<file path="src/rtl/timer_run_ctrl.sv">
// Run/mode sequencer for the two-mode timer: input conditioning, the
// Init/Idle/Run/Pause/Done state machine, the count-tick divider and the
// DONE blink of the display DOT. All outputs are registered.

module timer_run_ctrl #(
  parameter int unsigned TICK_DIV    = 500000,
  parameter int unsigned DB_CYCLES   = 1000000,
  parameter int unsigned BLINK_TICKS = 25
) (
  input  logic CLK_50MHz,
  input  logic rst,
  input  logic StartStop,
  input  logic ModeSel,
  input  logic cnt_zero,
  input  logic cnt_max,
  output logic cnt_clr,
  output logic cnt_load,
  output logic cnt_en,
  output logic cnt_up,
  output logic running,
  output logic done,
  output logic dot
);

  // Blink period is measured in clock cycles so one counter covers it.
  localparam int unsigned BlinkPeriod = TICK_DIV * BLINK_TICKS;
  localparam int unsigned DivW        = (TICK_DIV > 1) ? $clog2(TICK_DIV) : 1;
  localparam int unsigned DbW         = $clog2(DB_CYCLES + 1);
  localparam int unsigned BlinkW      = (BlinkPeriod > 1) ? $clog2(BlinkPeriod) : 1;

  localparam logic [DivW-1:0]   DivLast   = DivW'(TICK_DIV - 1);
  localparam logic [DbW-1:0]    DbLast    = DbW'(DB_CYCLES - 1);
  localparam logic [BlinkW-1:0] BlinkLast = BlinkW'(BlinkPeriod - 1);

  typedef enum logic [2:0] {
    StInit,
    StIdle,
    StRun,
    StPause,
    StDone
  } state_e;

  state_e state_q, state_d;

  logic ss_meta, ss_sync;
  logic ms_meta, ms_sync, ms_prev;
  logic db_level;
  logic [DbW-1:0] db_cnt;
  logic press_evt;
  logic [DivW-1:0] div_q;
  logic [BlinkW-1:0] blink_q;

  logic mode_evt;
  logic mode_b;
  logic tick;
  logic at_limit;
  logic blink_wrap;
  logic step_en;
  logic dot_d;

  // Two-flop synchronizers for both raw inputs, plus the previous synced mode.
  always_ff @(posedge CLK_50MHz or posedge rst) begin
    if (rst) begin
      ss_meta <= 1'b0;
      ss_sync <= 1'b0;
      ms_meta <= 1'b0;
      ms_sync <= 1'b0;
      ms_prev <= 1'b0;
    end else begin
      ss_meta <= StartStop;
      ss_sync <= ss_meta;
      ms_meta <= ModeSel;
      ms_sync <= ms_meta;
      ms_prev <= ms_sync;
    end
  end

  // Debounce StartStop; press_evt pulses in the cycle after the level rises.
  always_ff @(posedge CLK_50MHz or posedge rst) begin
    if (rst) begin
      db_level  <= 1'b0;
      db_cnt    <= '0;
      press_evt <= 1'b0;
    end else if (ss_sync == db_level) begin
      db_cnt    <= '0;
      press_evt <= 1'b0;
    end else if (db_cnt == DbLast) begin
      db_level  <= ss_sync;
      db_cnt    <= '0;
      press_evt <= ss_sync;
    end else begin
      db_cnt    <= db_cnt + 1'b1;
      press_evt <= 1'b0;
    end
  end

  // Event decode shared by the FSM and the dividers.
  always_comb begin
    mode_evt   = (ms_sync != ms_prev);
    mode_b     = ms_sync;
    tick       = (state_q == StRun) && (div_q == DivLast);
    at_limit   = mode_b ? cnt_zero : cnt_max;
    blink_wrap = (state_q == StDone) && (blink_q == BlinkLast);
  end

  // Tick divider: counts in RUN, holds in PAUSE so a partial interval survives.
  always_ff @(posedge CLK_50MHz or posedge rst) begin
    if (rst) begin
      div_q <= '0;
    end else begin
      unique case (state_q)
        StRun:   div_q <= tick ? '0 : div_q + 1'b1;
        StPause: div_q <= div_q;
        default: div_q <= '0;
      endcase
    end
  end

  // Blink divider: runs only in DONE, wraps once per DOT half-period.
  always_ff @(posedge CLK_50MHz or posedge rst) begin
    if (rst) begin
      blink_q <= '0;
    end else if (state_q == StDone) begin
      blink_q <= (blink_q == BlinkLast) ? '0 : blink_q + 1'b1;
    end else begin
      blink_q <= '0;
    end
  end

  // Next-state decode; a mode event outranks a press in the same cycle.
  always_comb begin
    state_d = state_q;
    step_en = 1'b0;
    unique case (state_q)
      StInit: state_d = StIdle;
      StIdle: begin
        if (mode_evt) begin
          state_d = StInit;
        end else if (press_evt) begin
          state_d = (mode_b && cnt_zero) ? StDone : StRun;
        end
      end
      StRun: begin
        if (mode_evt) begin
          state_d = StInit;
        end else if (press_evt) begin
          state_d = StPause;
        end else if (tick) begin
          // Terminal count: stop without stepping, so Mode A saturates at 99.99.
          if (at_limit) begin
            state_d = StDone;
          end else begin
            step_en = 1'b1;
          end
        end
      end
      StPause: begin
        if (mode_evt) begin
          state_d = StInit;
        end else if (press_evt) begin
          state_d = StRun;
        end
      end
      StDone: begin
        if (mode_evt || press_evt) begin
          state_d = StInit;
        end
      end
      default: state_d = StInit;
    endcase
  end

  // DOT value for the upcoming state; DONE starts lit, then blinks.
  always_comb begin
    dot_d = 1'b0;
    case (state_d)
      StRun, StPause: dot_d = 1'b1;
      StDone: begin
        if (state_q != StDone) begin
          dot_d = 1'b1;
        end else begin
          dot_d = blink_wrap ? ~dot : dot;
        end
      end
      default: dot_d = 1'b0;
    endcase
  end

  // State register and registered outputs; strobes default low every cycle.
  always_ff @(posedge CLK_50MHz or posedge rst) begin
    if (rst) begin
      state_q  <= StInit;
      cnt_clr  <= 1'b0;
      cnt_load <= 1'b0;
      cnt_en   <= 1'b0;
      cnt_up   <= 1'b1;
      running  <= 1'b0;
      done     <= 1'b0;
      dot      <= 1'b0;
    end else begin
      state_q  <= state_d;
      cnt_clr  <= (state_q == StInit) && !mode_b;
      cnt_load <= (state_q == StInit) && mode_b;
      cnt_en   <= step_en;
      cnt_up   <= ~ms_sync;
      running  <= (state_d == StRun);
      done     <= (state_d == StDone);
      dot      <= dot_d;
    end
  end

endmodule

</file>
<file path="config.mk">
export PLATFORM = sky130hd
export DESIGN_NAME = timer_run_ctrl
export DESIGN_NICKNAME = d
export VERILOG_FILES = /design/src/rtl/timer_run_ctrl.sv
export SDC_FILE = /design/constraint.sdc
export NUM_CORES = 1
export LEC_CHECK = 0
export ABC_CLOCK_PERIOD_IN_PS = 3500
export CORE_ASPECT_RATIO = 1.25
export CORE_MARGIN = 3
export CORE_UTILIZATION = 61
export CTS_CLUSTER_DIAMETER = 200
export DETAILED_ROUTE_END_ITERATION = 10
export GPL_TIMING_DRIVEN = 0
export PLACE_DENSITY_LB_ADDON = 0.3
export SLEW_MARGIN = 10
export SYNTH_ARGS = -nofsm -noshare
export SYNTH_HDL_FRONTEND = slang
export SYNTH_SLANG_ARGS = --single-unit
</file>
<file path="constraint.sdc">
create_clock -name CLK_50MHz -period 3.5 [get_ports CLK_50MHz]
set_input_delay 0.7 -clock CLK_50MHz [delete_from_list [all_inputs] [get_ports CLK_50MHz]]
set_output_delay 0.7 -clock CLK_50MHz [all_outputs]
set_load 0.01 [all_outputs]
</file>
==> results of run 1 <==
## metal layers
layer | share of wire | global-route usage | up-vias | routed length [µm]
li1 | - | - | 1504 | -
met1 | 0.43 | 0.269 | 1484 | 3330
met2 | 0.53 | 0.392 | 50 | 4090
met3 | 0.025 | 0.0362 | 13 | 192
met4 | 0.018 | 0.112 | 0 | 138
met5 | 0 | 0 | - | 0
## cell families after synthesis
family,count (synthesis),share of synthesized area
xor+xnor,47,0.102
buf+inv,31,0.0358
fa+ha+maj,3,0.00926
flops,80,0.494
compound gates,42,0.0624
mux,3,0.00803
simple gates,215,0.289
## worst paths after layout
kind | startpoint | end | cells after the start
min in group asynchronous | rst | db_cnt[13]$_DFF_PP0_ | 2
max in group asynchronous | rst | cnt_up$_DFF_PP1_ | 3
setup reg to reg | div_q[7]$_DFFE_PP0N_ | div_q[17]$_DFFE_PP0N_ | 8
hold / removal | ms_meta$_DFF_PP0_ | mode_b$_DFF_PP0_ | 0
setup / recovery | cnt_up$_DFF_PP1_ | cnt_up | 1
hold reg to reg | ms_meta$_DFF_PP0_ | mode_b$_DFF_PP0_ | 0
## cell type report
class,instances,area (µm²)
multi-input combinational,310,1900
fill,498,1790
timing repair buffer,13,148
inverter,14,55.1
buffer,17,92.6
clock inverter,3,65.1
clock buffer,13,159
tap,85,106
sequential,80,2000
## metrics by stage
stage / std cells / util / hold slack [ns] / cell area, µm² / power (W)
floorplan: 421 / - / 0.331 / 4050 / 0.00104
global placement: 518 / 0.676 / 0.334 / 4280 / 0.00107
detailed placement: 519 / 0.681 / 0.336 / 4310 / 0.00108
CTS: 535 / 0.717 / 0.353 / 4530 / 0.00184
global route: 535 / 0.717 / 0.359 / 4530 / 0.00189
finish: 535 / 0.717 / 0.350 / 4530 / 0.00182
## flip-flops by register name, summed over array words and instances (netlist names), 3 cells and up
signal   cells
state_q      3
blink_q     24
div_q       19
db_cnt      20
## where the power goes
group | leakage [nW] | internal (W) | switching, W
sequential | 1.10 | 0.000942 | 0.00000812
clock | 0.114 | 0.000440 | 0.000319
combinational | 0.592 | 0.0000441 | 0.0000695
## synth_stat cells (4+ instances only)
master	instances
dfrtp_1	79
a21oi_1	13
nor4b_1	4
and4_1	10
nor4_1	8
xor2_1	18
nor2_1	65
inv_1	14
nor3_1	7
a31oi_1	9
nand2_1	39
xnor2_1	29
nor3_2	6
nand4_1	7
o21ai_1	8
nand3_1	24
buf_2	11
clkbuf_1	4
nand2b_1	6
and3_1	6
and2_1	6
or3_1	5
==> flow_metrics.tcl, run 1 <==
set metrics [dict create \
    outcome "completed" \
    fin_crit_sh 0.600 \
    fin_setup_tns_ns 0 \
    diodes 0 \
    hold_viol 0 \
    worstPathArrival_ns 1.40 \
    grt_max_degree 54 \
    grt_pass1_wl_mm 14.0 \
    hpwl_mm 5.42 \
    dieArea_um2 7660 \
    required_ns 2.80 \
    crit_chain "clkdlybuf4s50_1" \
    syn_inst 421 \
    yosys_register_bits 80 \
    grt_setup_unrepaired "false" \
    first_pass_iters 4 \
    wl_per_cell_um 14.5 \
    clk_pin_slew_ns 0.08 \
    final_common_cell "dfrtp_1" \
    slowest_delay_ns 0.53 \
    drc 0 \
    period_minus_slack_ns 2.10 \
    initial_utilization 0.641 \
    synthTopCellsByArea "dfrtp_1 49%, xnor2_1 6.3%, nor2_1 6.0%, xor2_1 3.9%, nand2_1 3.6%" \
    critical_path.startpoint_type "flip-flop" \
    final_nets 454 \
    cts_root_buffer "clkbuf_8" \
    synth_flop_cell "dfrtp_1" \
    setup_ws_ns 1.40 \
    critPathTopFamily "buffers and inverters" \
    grt_pass1_vias 3249 \
    core-area_um2 6330 \
    fin_worst_skew_ns 0.00691 \
    cts_setup_buffers 0 \
    syn_area_um2 4050 \
    chipHeight_um 97.1 \
    cts.sink_count 80 \
    path_max_fanout 1 \
    p_per_area_nw_per_um2 402 \
    hold_buffers 0 \
    antenna_found_initial 0 \
    synth_warnings 0 \
    clock.fmax_mhz 476 \
    cpMaxStageDelayCell "clkdlybuf4s50_1" \
    cts_tree "yes" \
    io_buffer_count 12 \
    die_w_um 78.9 \
    cts_resized 0 \
    cts_buffer_depth 2 \
    end_kind "output port" \
    synth_nets 430 \
    cap_violations 0 \
    r2r_slack_ns 1.47 \
    clock_latency_ns 0.35 \
    grt-ovfl-total 0 \
    synthArstFlopShare 1.00 \
    synth_top_area_cell "dfrtp_1" \
    worst-path-buf-inv 1 \
    final_cell_mix "79 x dfrtp_1, 65 x nor2_1, 39 x nand2_1" \
    place_congestion 0.845 \
    dp_slack_ns 1.29 \
    syn_avg_cell_area_um2 9.63 \
    p_leak_nw 1.80 \
    synth_cell_types 51 \
    syn_to_final_growth_pct 11.9 \
    route.detailed.vias_per_inst 5.70 \
    maxSlewViolCount 0 \
    ant_nets 0 \
    synth_edf_count 0 \
    ir_drop_uv 264 \
    criticalPathCategory "flip-flop to output port" \
    drive_gt1_frac 0.102 \
    num_rows 32 \
    cts.htree.levels 3 \
    min_path_type "flip-flop to flip-flop" \
    synth_top_area_share 0.488 \
    setup_viol 0 \
    worst_slew_pin_slew_ns 0.533 \
    max_slew_margin 0.642 \
    pin_count 13 \
    cts_made_buffers 9 \
    vias 3051 \
    yosysSeqAreaShare 0.494 \
    drt-initial-drc-count 125 \
    globalRouteTotalUtil 0.226 \
    wl_mm 7.76 \
]
(Power assumes the default switching activity.)
==> run 2: changes to the inputs <==
Settings changed: ABC_CLOCK_PERIOD_IN_PS 3500 to 2200.
Clock period 3.5 ns to 2.2 ns, I/O delays scaled along.
==> run 2 against run 1 <==
  * Sequential cell count did not move
  * Register-to-register slack got worse by 1.3 ns
  * Highest routed layer unchanged
  * Final cell count rose by 0.19%
  * Largest power group unchanged
  * Critical path type is now flip-flop to flip-flop
==> flow_metrics.tcl, run 2 (synthesized netlist as in run 1, its figures left out) <==
set metrics [dict create \
    max_slew_margin 0.599 \
    ir_drop_uv 433 \
    drt-initial-drc-count 115 \
    grt-ovfl-total 0 \
    drive_gt1_frac 0.111 \
    wl_per_cell_um 14.5 \
    cts_setup_buffers 0 \
    vias 3098 \
    min_path_type "input pin to asynchronous set/reset pin" \
    drc 0 \
    period_minus_slack_ns 2.01 \
    postPlaceCellArea_um2 4320 \
    criticalPathCategory "flip-flop to flip-flop" \
    place_congestion 0.844 \
    worst_slew_pin_slew_ns 0.587 \
    worstPathArrival_ns 2.23 \
    largest_reg_flops 24 \
    critical_path.startpoint_type "flip-flop" \
    stdcell_count 536 \
    hpwl_mm 5.36 \
    route.detailed.vias_per_inst 5.78 \
    fin_crit_sh 0.912 \
    io_buffer_count 12 \
    cts.htree.levels 3 \
    pin_count 13 \
    initial_utilization 0.641 \
    globalRouteTotalUtil 0.227 \
    required_ns 2.43 \
    final_common_cell "dfrtp_1" \
    slowest_delay_ns 0.36 \
    grt_pass1_wl_mm 13.9 \
    cts.sink_count 80 \
    postLayoutCellArea_um2 4540 \
    r2r_slack_ns 0.19 \
    r2r_end "div_q[5]$_DFFE_PP0N_" \
    die_w_um 78.9 \
    chipHeight_um 97.1 \
    first_pass_iters 4 \
    dp_cells 520 \
    hold_viol 0 \
    grt_pass1_vias 3080 \
    cts_buffer_depth 2 \
    clock_latency_ns 0.35 \
    maxSlewViolCount 0 \
    wl_mm 7.79 \
    cap_violations 0 \
    final_cell_mix "79 x dfrtp_1, 65 x nor2_1, 39 x nand2_1" \
    p_leak_nw 1.79 \
    grt_setup_unrepaired "false" \
    clk_pin_slew_ns 0.08 \
    cts_tree "yes" \
    final_nets 455 \
    max_flop_register "blink_q" \
    cts_made_buffers 9 \
    end_kind "flip-flop" \
    fillers 493 \
    p_per_area_nw_per_um2 618 \
    dieArea_um2 7660 \
    cpMaxStageDelayCell "dfrtp_1" \
    rr_startpoint "div_q[10]$_DFFE_PP0N_" \
    r2r_cells 8 \
    num_rows 32 \
    largestRegisters "blink_q: 24 flops, db_cnt: 20 flops, div_q: 19 flops" \
    fin_worst_skew_ns 0.00475 \
    path_max_fanout 10 \
    ant_nets 0 \
    grt_max_degree 40 \
    clock.fmax_mhz 498 \
    diodes 0 \
    cts_root_buffer "clkbuf_8" \
    fin_setup_tns_ns 0 \
    core-area_um2 6330 \
    antenna_found_initial 0 \
    outcome "completed" \
    setup_viol 0 \
    syn_to_final_growth_pct 11.9 \
    crit_chain "buf_2, nor4b_1, and4_1, a21oi_1, buf_2, buf_6, a21oi_1, a31oi_1" \
]
## run 2: routing by layer
layer,vias to the layer above,routed length (µm),GRT usage
met4,0,175,0.0952
met5,-,0,0
met2,39,4060,0.381
li1,1497,-,-
met1,1547,3390,0.284
met3,15,167,0.0482
## run 2: report_power, final
part / switching (W) / internal (W) / total (W)
logic: 0.000109 / 0.0000721 / 0.000181
clock network: 0.000530 / 0.000582 / 0.00111
registers: 0.0000132 / 0.00150 / 0.00151
total: 0.000652 / 0.00215 / 0.00280
## run 2: area by class of cell
cell class	instances	area [µm²]	area share
Clock inverter	5	55.1	0.0121
Sequential cell	80	2000	0.442
Inverter	14	56.3	0.0124
Clock buffer	11	151	0.0334
Tap cell	85	106	0.0234
Multi-Input combinational cell	310	1910	0.421
Timing Repair Buffer	14	160	0.0353
Buffer	17	92.6	0.0204
## run 2: worst max-delay path by stage
| stage | cells past startpoint | slack (ns) | startpoint | end |
|---|---|---|---|---|
| global placement | 2 | -0.006 | rst | db_cnt[9]$_DFF_PP0_ |
| finish | 8 | 0.19 | div_q[10]$_DFFE_PP0N_ | div_q[5]$_DFFE_PP0N_ |
| floorplan | 6 | 0.44 | div_q[0]$_DFFE_PP0N_ | div_q[17]$_DFFE_PP0N_ |
| detailed placement | 8 | 0.22 | div_q[0]$_DFFE_PP0N_ | div_q[18]$_DFFE_PP0N_ |
| global route | 8 | 0.04 | div_q[10]$_DFFE_PP0N_ | div_q[5]$_DFFE_PP0N_ |
| CTS | 8 | 0.19 | div_q[0]$_DFFE_PP0N_ | div_q[18]$_DFFE_PP0N_ |
## run 2: metrics by stage
step           power, W  setup slack, ns  hold slack [ns]  utilization
2_1_floorplan   0.00165            0.441            0.331            -
4_1_cts         0.00283            0.195            0.343        0.716
6_report        0.00280            0.193            0.352        0.717
3_3_place_gp    0.00171         -0.00621            0.334        0.677
3_5_place_dp    0.00172            0.220            0.335        0.683
5_1_grt         0.00292           0.0381            0.342        0.717
## run 2: worst max-delay path: cells and delay by family (launching register included)
family                 cells  cell delay, ns
AND/OR/NAND/NOR            2            0.66
flip-flops                 1            0.36
AO/OA/AOI/OAI              3            0.32
buffers and inverters      3            0.54
## run 2: what timing repair did
action | 4_1_cts | 5_1_grt
setup endpoints to repair | 0 | 2
hold buffers | 0 | 0
gates resized for setup | 0 | 1
hold endpoints to repair | 0 | 0
==> edit (flow settings as in run 2) <==
The 5 states of `state_e` get a one-hot encoding in 5 bits.
--- a/src/rtl/timer_run_ctrl.sv
+++ b/src/rtl/timer_run_ctrl.sv
@@ -32,12 +32,12 @@
   localparam logic [DbW-1:0]    DbLast    = DbW'(DB_CYCLES - 1);
   localparam logic [BlinkW-1:0] BlinkLast = BlinkW'(BlinkPeriod - 1);
 
-  typedef enum logic [2:0] {
-    StInit,
-    StIdle,
-    StRun,
-    StPause,
-    StDone
+  typedef enum logic [4:0] {
+    StInit  = 5'b00001,
+    StIdle  = 5'b00010,
+    StRun   = 5'b00100,
+    StPause = 5'b01000,
+    StDone  = 5'b10000
   } state_e;
 
   state_e state_q, state_d;
Function: no difference found for any inputs over 10 cycles, from zero or initial values and one cycle with rst high; not proved beyond that.
==> edit against run 2 <==
  * Global-route usage is 1.8 points lower
  * Total power rose by 5.9%
  * Setup slack got worse by 94 ps
  * Sequential cell count is 2 higher
  * Area after synthesis is 0.49% lower
  * Design area shrank 0.22%
  * Combinational power up 40%
  * Wire length shrank 9.7%
  * Largest cell class unchanged
==> edit: results <==
{
  "max_slew_margin_pct": 60.6,
  "detail_route.wl_per_cell_microns": 13.6,
  "fillerInstances": 492,
  "max_stage_delay_ps": 420,
  "largestRegisters": "blink_q: 24 flops, db_cnt: 20 flops, div_q: 19 flops",
  "cts-root-to-sink-buffers": 2,
  "insertion_delay_ps": 350,
  "antenna_violating_nets_post_route": 0,
  "path_max_fanout": 10,
  "area_contributors_post_synth": "dfrtp_1, nor2_1, xor2_1",
  "critPathSlowestCell": "dfrtp_1",
  "power_leakage_nw": 1.84,
  "detailedRoute.firstPassIterationCount": 4,
  "via_per_inst": 5.64,
  "synthFlopType": "dfrtp_1",
  "groute.usage.overall_pct": 20.9,
  "h_tree_depth": 3,
  "ys_async_rst_share_pct": 100,
  "synth.distinct_cells": 61,
  "mappedNetlistNets": 412,
  "synth_sequential_area_ratio_pct": 50.9,
  "synthTopCellsByCount": "dfrtp_1, nor2_1, nand2_1",
  "finalWeightedCongestion": 0.803,
  "peak_supply_drop_mv": 0.447,
  "cts_bufs_inserted": 9,
  "run_status": "completed",
  "final_layout_size_suffix_gt1_share_pct": 11.5,
  "antenna_found_initial": 0,
  "drt_first_iter_violations": 156,
  "vias_in_the_first_global_route": 2835,
  "nNetsFinal": 437,
  "count_of_antenna_diodes_in_the_layout": 0,
  "clockRootBuffer": "clkbuf_8",
  "portBuffers": 12,
  "grt_start_max_net_pins": 39,
  "clock_skew_ps": 10.9,
  "path_clk_slew_ps": 90,
  "first_pass_grt_wire_length_microns": 12900,
  "hpwl_microns": 5090,
  "crit_path_leading_delay_family": "simple AND/OR/NAND/NOR gates",
  "hold_class": "register to register",
  "cp_data_arrival_time_ps": 2340,
  "synthesis.yosys.warnings": 0
}
==> edit: cell count changes after synthesis, sizes merged, moves of 5 or more <==
cell          run 2  this run
a21oi            13         6
a31oi             9         0
and4             10         5
buf              13         6
inv              14         9
nor2             65        77
nor4             11         6
o21ai             9        16
xnor2            29        23
xor2             18        30
==> edit: logic make-up (layout without fill, tap and decap cells) <==
kind of cell,count (synthesis),in the layout,share of synthesized area [%]
AO/OA/AOI/OAI,37,37,6.61
AND/OR/NAND/NOR,206,206,26.8
multiplexers,3,3,0.807
flip-flops,82,82,50.9
adder cells (fa/ha/maj),3,3,0.931
XOR/XNOR,53,53,11.5
buffers and inverters,19,49,2.36
==> edit: what timing repair did <==
item                                    in CTS  in global routing
endpoints found under the hold margin        0                  0
endpoints found under the setup margin       0                 25
resized for setup                            0                  4
setup buffers                                0                  0
==> edit: where the power goes <==
part,internal [W],switching [W],leakage [nW]
Clock,0.000567,0.000555,0.103
Combinational,0.000125,0.000129,0.613
Sequential,0.00155,0.0000419,1.12
==> edit: worst reg2reg max path, stage by stage, from the launching register on <==
cell and delay (ps):
dfrtp_1 420, ha_1 230, and4_2 310, nand2_1 100
or2_1 280, and2_1 230, nor2_1 140, clkbuf_4 220
nor2_1 60
==> edit: path summary, 6_finish.rpt <==
path,startpoint,to,slack [ps],depth (start not counted)
max in group asynchronous,rst,state_q[0],1020,4
worst max-delay path,div_q[0],div_q[10],100,8
worst min register to register,ss_meta,ss_sync,350,0
worst max register to register,div_q[0],div_q[10],100,8
min in group asynchronous,rst,db_cnt[13],400,2
worst min-delay path,ss_meta,ss_sync,350,0
==> edit: area by class of cell <==
class / count / share of cell area [%]
timing repair buffer: 14 / 3.54
tap: 85 / 2.35
clock inverter: 6 / 1.60
inverter: 9 / 0.829
buffer: 10 / 1.41
sequential: 82 / 45.4
multi-input combinational: 302 / 41.8
clock buffer: 10 / 3.04
==> edit: metal layers <==
layer | vias to the layer above | share of wire (%) | wire length (microns) | GRT usage (%)
met5 | - | 0 | 0 | 0
met4 | 0 | 1.9 | 131 | 8.61
met3 | 10 | 2.1 | 147 | 3.72
met2 | 35 | 50 | 3520 | 32.8
met1 | 1440 | 46 | 3230 | 28.7
li1 | 1434 | - | - | -
==> edit: metrics by stage <==
step / setup slack, ps / cells / area [sq um] / hold slack, ps / utilization, %
floorplan: 333 / 403 / 4040 / 331 / -
global placement: -39.0 / 500 / 4260 / 332 / 67.8
detailed placement: 107 / 502 / 4300 / 338 / 68.5
CTS: 53.9 / 518 / 4510 / 358 / 71.8
global route: 2.02 / 518 / 4530 / 361 / 72.0
finish: 98.7 / 518 / 4530 / 355 / 72.0
